==> config.mk <==
export PLATFORM = sky130hd
export DESIGN_NAME = cl_int_divider
export DESIGN_NICKNAME = d
export VERILOG_FILES = /design/src/rtl/cl_int_divider.sv
export SDC_FILE = /design/constraint.sdc
export NUM_CORES = 1
export LEC_CHECK = 0
export CAP_MARGIN = 25
export CORE_UTILIZATION = 59
export DETAILED_ROUTE_END_ITERATION = 6
export PLACE_DENSITY = 0.87
export SLEW_MARGIN = 20
export SYNTH_ARGS = -nofsm -noshare
export SYNTH_HDL_FRONTEND = slang
export SYNTH_SLANG_ARGS = --single-unit
==> constraint.sdc <==
create_clock -name clk -period 7.2 [get_ports clk]
set_input_delay 1.44 -clock clk [delete_from_list [all_inputs] [get_ports clk]]
set_output_delay 1.44 -clock clk [all_outputs]
set_load 0.03 [all_outputs]
==> src/rtl/cl_int_divider.sv <==
// -----------------------------------------------------------------------------
// cl_int_divider
//
// Bit-serial divider that works in one of two arithmetic modes, chosen per
// operation:
//   carry_option = 1 : unsigned integer division (borrow subtract)
//   carry_option = 0 : carry-less GF(2)[x] polynomial division (XOR subtract)
//
// Each operation is accepted with a valid/ready handshake and produces one
// quotient bit per clock, MSB of the dividend first. The result is held with
// out_valid until the consumer takes it. Dividing by zero gives an all-ones
// quotient, the dividend as the remainder, and div_by_zero set.
//
// Configuration macro:
//   CL_INT_DIVIDER_ZERO_FAST_EN - when defined, a zero divisor skips the
//                                 iteration phase and goes straight to DONE.
//                                 When undefined, a zero divisor runs the full
//                                 WIDTH iteration cycles like any other input.
//
// Parameters:
//   WIDTH        operand / result width in bits (4..64)
//
// Ports:
//   clk          clock, rising edge
//   rst_n        asynchronous active-low reset
//   carry_option mode select, sampled at acceptance
//   a            dividend, sampled at acceptance
//   b            divisor, sampled at acceptance
//   in_valid     operands valid
//   in_ready     divider idle and able to accept operands
//   quotient     result quotient
//   remainder    result remainder
//   div_by_zero  result came from a zero divisor
//   out_valid    result valid
//   out_ready    consumer accepts the result
//
// State table:
//   state  | meaning
//   IDLE   | waiting for operands, in_ready = 1
//   CALC   | iterating, one quotient bit per cycle
//   DONE   | result presented, out_valid = 1, waiting for out_ready
// -----------------------------------------------------------------------------
module cl_int_divider #(
    parameter int WIDTH = 32
) (
    input  logic             clk,
    input  logic             rst_n,
    input  logic             carry_option,
    input  logic [WIDTH-1:0] a,
    input  logic [WIDTH-1:0] b,
    input  logic             in_valid,
    output logic             in_ready,
    output logic [WIDTH-1:0] quotient,
    output logic [WIDTH-1:0] remainder,
    output logic             div_by_zero,
    output logic             out_valid,
    input  logic             out_ready
);

    localparam int CW = $clog2(WIDTH);

    localparam logic [1:0] S_IDLE = 2'd0;
    localparam logic [1:0] S_CALC = 2'd1;
    localparam logic [1:0] S_DONE = 2'd2;

    logic [1:0]       state_q, state_d;
    logic [CW-1:0]    cnt_q,   cnt_d;
    logic [WIDTH-1:0] dvd_q,   dvd_d;
    logic [WIDTH-1:0] div_q,   div_d;
    logic             mode_q,  mode_d;
    logic [CW-1:0]    deg_q,   deg_d;
    logic [WIDTH-1:0] quo_q,   quo_d;
    logic [WIDTH-1:0] rem_q,   rem_d;
    logic             dbz_q,   dbz_d;

    // Index of the highest set bit; returns 0 for a zero input, which is never
    // used because a zero divisor takes the div_by_zero path.
    function automatic logic [CW-1:0] msb_index(input logic [WIDTH-1:0] v);
        logic [CW-1:0] idx;
        idx = '0;
        for (int i = 0; i < WIDTH; i++) begin
            if (v[i]) begin
                idx = CW'(i);
            end
        end
        return idx;
    endfunction

    // ---------------------------------------------------------------------
    // One iteration step
    // ---------------------------------------------------------------------
    logic [WIDTH:0]   shifted;
    logic [WIDTH-1:0] shifted_lo;
    logic [WIDTH:0]   diff;
    logic             step_bit;
    logic [WIDTH-1:0] step_rem;

    // The full partial remainder is kept in the shift: in integer mode r < b
    // can have its top bit set, so r' needs WIDTH+1 bits.
    assign shifted    = {rem_q, dvd_q[WIDTH-1]};
    assign shifted_lo = shifted[WIDTH-1:0];
    assign diff       = shifted - {1'b0, div_q};

    always_comb begin
        step_bit = 1'b0;
        step_rem = shifted_lo;
        if (dbz_q) begin
            // Zero divisor: every step "subtracts" nothing and sets the
            // quotient bit, so the dividend ends up in the remainder.
            step_bit = 1'b1;
            step_rem = shifted_lo;
        end else if (mode_q) begin
            if (shifted >= {1'b0, div_q}) begin
                step_bit = 1'b1;
                step_rem = diff[WIDTH-1:0];
            end
        end else begin
            // deg(r) < deg(b) holds between steps, so r' never reaches bit
            // WIDTH and only the bit at deg(b) decides the XOR.
            if (shifted_lo[deg_q]) begin
                step_bit = 1'b1;
                step_rem = shifted_lo ^ div_q;
            end
        end
    end

    // ---------------------------------------------------------------------
    // Next-state logic
    // ---------------------------------------------------------------------
    always_comb begin
        state_d = state_q;
        cnt_d   = cnt_q;
        dvd_d   = dvd_q;
        div_d   = div_q;
        mode_d  = mode_q;
        deg_d   = deg_q;
        quo_d   = quo_q;
        rem_d   = rem_q;
        dbz_d   = dbz_q;

        case (state_q)
            S_IDLE: begin
                if (in_valid) begin
                    dvd_d   = a;
                    div_d   = b;
                    mode_d  = carry_option;
                    deg_d   = msb_index(b);
                    quo_d   = '0;
                    rem_d   = '0;
                    dbz_d   = (b == '0);
                    cnt_d   = CW'(WIDTH - 1);
                    state_d = S_CALC;
`ifdef CL_INT_DIVIDER_ZERO_FAST_EN
                    if (b == '0) begin
                        quo_d   = '1;
                        rem_d   = a;
                        cnt_d   = '0;
                        state_d = S_DONE;
                    end
`endif
                end
            end

            S_CALC: begin
                dvd_d = {dvd_q[WIDTH-2:0], 1'b0};
                quo_d = {quo_q[WIDTH-2:0], step_bit};
                rem_d = step_rem;
                if (cnt_q == '0) begin
                    state_d = S_DONE;
                end else begin
                    cnt_d = cnt_q - 1'b1;
                end
            end

            S_DONE: begin
                if (out_ready) begin
                    state_d = S_IDLE;
                end
            end

            default: begin
                state_d = S_IDLE;
            end
        endcase
    end

    // ---------------------------------------------------------------------
    // State registers
    // ---------------------------------------------------------------------
    always_ff @(posedge clk or negedge rst_n) begin
        if (!rst_n) begin
            state_q <= S_IDLE;
            cnt_q   <= '0;
            dvd_q   <= '0;
            div_q   <= '0;
            mode_q  <= 1'b0;
            deg_q   <= '0;
            quo_q   <= '0;
            rem_q   <= '0;
            dbz_q   <= 1'b0;
        end else begin
            state_q <= state_d;
            cnt_q   <= cnt_d;
            dvd_q   <= dvd_d;
            div_q   <= div_d;
            mode_q  <= mode_d;
            deg_q   <= deg_d;
            quo_q   <= quo_d;
            rem_q   <= rem_d;
            dbz_q   <= dbz_d;
        end
    end

    // ---------------------------------------------------------------------
    // Outputs
    // ---------------------------------------------------------------------
    assign in_ready    = (state_q == S_IDLE);
    assign out_valid   = (state_q == S_DONE);
    assign quotient    = quo_q;
    assign remainder   = rem_q;
    assign div_by_zero = dbz_q;

endmodule

==> flow_results.xml <==
<?xml version="1.0" encoding="UTF-8"?>
<metrics>
  <group name="synth">
    <metric name="yosys_warnings" unit="">0</metric>
    <metric name="most_frequent_cell_after_synthesis" unit="">dfrtp_1</metric>
    <metric name="yosys_register_bits" unit="">142</metric>
    <metric name="synth_top_cell_by_area" unit="">dfrtp_1</metric>
    <metric name="netlist_area" unit="sq um">8390</metric>
    <metric name="yosysSeqAreaShare" unit="">0.423</metric>
    <metric name="syn_nets" unit="">1027</metric>
    <metric name="synth_top_cells_by_area" unit="">dfrtp_1, o21ai_0, nand2_1</metric>
    <metric name="postSynthCellCount" unit="">923</metric>
    <metric name="synth-async-reset-ratio" unit="">1.00</metric>
    <metric name="synth.cells.most_frequent" unit="">dfrtp_1, nand2_1, o21ai_0, a21oi_1, inv_1</metric>
    <metric name="number_of_flops_mapped_to_enable_cells_by_yosys" unit="">0</metric>
    <metric name="postSynthAreaPerCell" unit="sq um">9.09</metric>
    <metric name="dominantRegCellSynth" unit="">dfrtp_1</metric>
    <metric name="yosysTopAreaCellShare" unit="">0.423</metric>
    <metric name="yosys.cell_types.count" unit="">70</metric>
  </group>
  <group name="global_route">
    <metric name="grt_start_max_net_pins" unit="">99</metric>
    <metric name="grt_util_all_layers" unit="">0.341</metric>
    <metric name="grt_overflow" unit="">0</metric>
    <metric name="grt_pass1_vias" unit="">7426</metric>
    <metric name="grt_first_pass_wirelength" unit="mm">38.6</metric>
    <metric name="antenna_found_initial" unit="">0</metric>
  </group>
  <group name="hold_path">
    <metric name="hold_class" unit="">reg -&gt; reg</metric>
  </group>
  <group name="setup_path">
    <metric name="crit_chain" unit="">ha_1, o211ai_1, a21oi_1, o2111a_1, o211a_2, o31ai_4, buf_4, a21oi_1, o311ai_0, nand2_1</metric>
    <metric name="worst_ep_required_time" unit="ns">7.49</metric>
    <metric name="cp_slowest_stage_delay" unit="ns">0.69</metric>
    <metric name="cp_common_cell" unit="">a21oi_1</metric>
    <metric name="end_kind" unit="">register</metric>
    <metric name="timing.critical_path.slowest_stage_cell" unit="">o31ai_4</metric>
    <metric name="largest_fanout_on_the_critical_path" unit="">18</metric>
    <metric name="cp.arrival" unit="ns">3.93</metric>
    <metric name="crit_type" unit="">reg -&gt; reg</metric>
    <metric name="cp-start-kind" unit="">register</metric>
  </group>
  <group name="sta">
    <metric name="postLayoutSetupSlackWorst" unit="ns">3.55</metric>
    <metric name="final_hold_viol_count" unit="">0</metric>
    <metric name="fmaxAchievable" unit="GHz">0.274</metric>
    <metric name="rsz_0062_raised_after_global_routing" unit="">no</metric>
    <metric name="timing.final.crit_period" unit="ns">3.65</metric>
    <metric name="setup_tns" unit="ns">0</metric>
    <metric name="timing.final.crit_share" unit="">0.506</metric>
    <metric name="timing.final.setup_violations" unit="">0</metric>
    <metric name="max_slew_violation_count" unit="">0</metric>
    <metric name="worst_pin_slew" unit="ns">0.907</metric>
    <metric name="fin_skew" unit="ns">0.0107</metric>
    <metric name="maxSlewHeadroom" unit="">0.396</metric>
  </group>
  <group name="route">
    <metric name="routed_wire_length_per_instance" unit="um">19.7</metric>
    <metric name="final_antenna_net_count" unit="">0</metric>
    <metric name="viasPerCell" unit="">6.45</metric>
    <metric name="dr_total_vias" unit="">7906</metric>
    <metric name="drt_first_iter_violations" unit="">887</metric>
    <metric name="dr_drc_count" unit="">0</metric>
    <metric name="finalWirelength" unit="mm">24.2</metric>
    <metric name="drtPass1Iterations" unit="">5</metric>
  </group>
  <group name="clock_network">
    <metric name="cts.sink_count" unit="">142</metric>
    <metric name="tritoncts" unit="">done</metric>
    <metric name="cts_max_level" unit="">4</metric>
    <metric name="worstSkewPairLatency" unit="ns">0.43</metric>
    <metric name="path_clk_slew" unit="ns">0.06</metric>
    <metric name="cts_root_buffer" unit="">clkbuf_16</metric>
    <metric name="hold_buffers" unit="">0</metric>
    <metric name="cts.path.max_buffers" unit="">2</metric>
    <metric name="tritoncts.num_buffers" unit="">17</metric>
    <metric name="cts_setup_buffers" unit="">0</metric>
    <metric name="number_of_resized_instances_in_the_post_cts_repair_step" unit="">0</metric>
  </group>
  <group name="place">
    <metric name="detailed_place_hpwl" unit="mm">16.8</metric>
    <metric name="place.gp.congestion" unit="">0.962</metric>
    <metric name="numPortBuffers" unit="">135</metric>
    <metric name="dp_slack" unit="ns">3.59</metric>
    <metric name="dp.cells" unit="">1194</metric>
  </group>
  <group name="die">
    <metric name="floorplan.core_area" unit="sq um">13900</metric>
    <metric name="dieWidth" unit="um">121</metric>
    <metric name="die_h" unit="um">121</metric>
    <metric name="initial_utilization" unit="">0.605</metric>
    <metric name="die_area" unit="sq um">14700</metric>
    <metric name="io_pins" unit="">136</metric>
    <metric name="std_cell_rows" unit="">43</metric>
  </group>
  <group name="finish">
    <metric name="flow.area_growth_from_synthesis" unit="%">24.3</metric>
    <metric name="final_cell_count_no_fill" unit="">1226</metric>
    <metric name="multi_input_area" unit="sq um">4450</metric>
    <metric name="ff_latch_area" unit="sq um">3550</metric>
    <metric name="finish.net_count" unit="">1137</metric>
    <metric name="post_route_cells_drive_above_1_share" unit="">0.0564</metric>
    <metric name="fillerInstances" unit="">961</metric>
    <metric name="antenna_cells_inserted" unit="">0</metric>
  </group>
  <group name="power">
    <metric name="static-leakage-power" unit="uW">0.00463</metric>
    <metric name="power-per-cell-area" unit="nW/um^2">596</metric>
    <metric name="irDropWorstVdd" unit="mV">0.410</metric>
    <metric name="total_power" unit="uW">6210</metric>
  </group>
  <group name="run_status">
    <metric name="outcome" unit="">finished, final reports clean</metric>
  </group>
  <group name="flow_run">
    <metric name="drv.max_cap_violation_count" unit="">0</metric>
  </group>
</metrics>
[per-stage QoR]
stage               utilization  area (sq um)  hold WS [ns]
floorplan                     -          8390         0.450
global placement          0.707          9820         0.461
detailed placement        0.710          9850         0.471
CTS                       0.752         10400         0.484
global route              0.752         10400         0.511
finish                    0.752         10400         0.480
[power breakdown]
group          total, uW  leakage, uW  switching, uW  internal (uW)
Sequential          1540      0.00177            354           1190
Clock                865     0.000283            365            500
Combinational       3810      0.00258           2270           1530
Total               6210      0.00463           2990           3220
[metal layers]
layer / wire [um] / vias up / GRT usage
li1: - / 3601 / -
met2: 11200 / 426 / 0.529
met3: 2160 / 57 / 0.0625
met4: 807 / 0 / 0.138
met1: 10000 / 3822 / 0.473
met5: 0 / - / 0
[area by class of cell]
cell class                 count  share of cell area
clock inverter                13              0.0122
inverter                      48              0.0173
timing repair buffer         145               0.139
tap                          180              0.0216
clock buffer                  19              0.0434
multi-input combinational    679               0.426
sequential                   142               0.341
[layout by cell type, fill, tap and decap left out, types with 4 or more instances in the layout]
cell / n
a211oi_1: 9
a21bo_2: 4
a21o_1: 12
a21oi_1: 54
a22o_1: 34
a22oi_1: 25
a31oi_1: 10
and3_1: 6
buf_4: 8
clkbuf_16: 17
clkdlybuf4s50_1: 134
dfrtp_1: 142
ha_1: 34
inv_1: 48
inv_6: 4
mux2i_1: 32
mux4_1: 6
nand2_1: 131
nand2b_1: 10
nand3_1: 20
nand4_1: 9
nor2_1: 43
nor2b_1: 8
nor3_1: 10
nor4_1: 8
o211ai_1: 9
o21a_1: 9
o21ai_0: 108
o311ai_0: 6
o31ai_1: 14
xnor2_1: 4
[logic make-up (layout without fill, tap and decap cells)]
| group | Yosys count | after routing | share of synthesized area |
|---|---|---|---|
| AND/OR/NAND/NOR | 267 | 267 | 0.145 |
| XOR/XNOR | 7 | 7 | 0.00731 |
| adder cells (fa/ha/maj) | 35 | 35 | 0.0531 |
| flip-flops | 142 | 142 | 0.423 |
| multiplexers | 41 | 41 | 0.0637 |
| AO/OA/AOI/OAI | 329 | 329 | 0.257 |
| buffers and inverters | 102 | 225 | 0.0502 |
[final timing paths]
kind / start / to / slack [ns] / cells past startpoint
setup / recovery: remainder[1] / remainder[21] / 3.55 / 10
hold / removal: dvd_q[7] / dvd_q[7] / 0.48 / 2
setup reg to reg: remainder[1] / remainder[21] / 3.55 / 10
max in group asynchronous: rst_n / div_q[20] / 4.99 / 2
min in group asynchronous: rst_n / dvd_q[10] / 1.07 / 1
hold reg to reg: dvd_q[7] / dvd_q[7] / 0.48 / 2
[sequential cells by signal, summed over array words and instances (netlist names)]
| signal | flops |
|---|---|
| div_q | 32 |
| dvd_q | 32 |
| quotient | 32 |
| remainder | 32 |
| cnt_q | 5 |
| deg_q | 5 |
| state_q | 2 |
| div_by_zero | 1 |
| mode_q | 1 |
[worst max-delay path: cells and delay by family, from the launching register on]
| kind | cells | cell delay (ns) |
|---|---|---|
| buffers and inverters | 1 | 0.35 |
| AND/OR/NAND/NOR | 1 | 0.10 |
| adder cells (fa/ha/maj) | 1 | 0.40 |
| AO/OA/AOI/OAI | 7 | 2.18 |
| flip-flops | 1 | 0.46 |
Power figures use the tool's default switching activity.
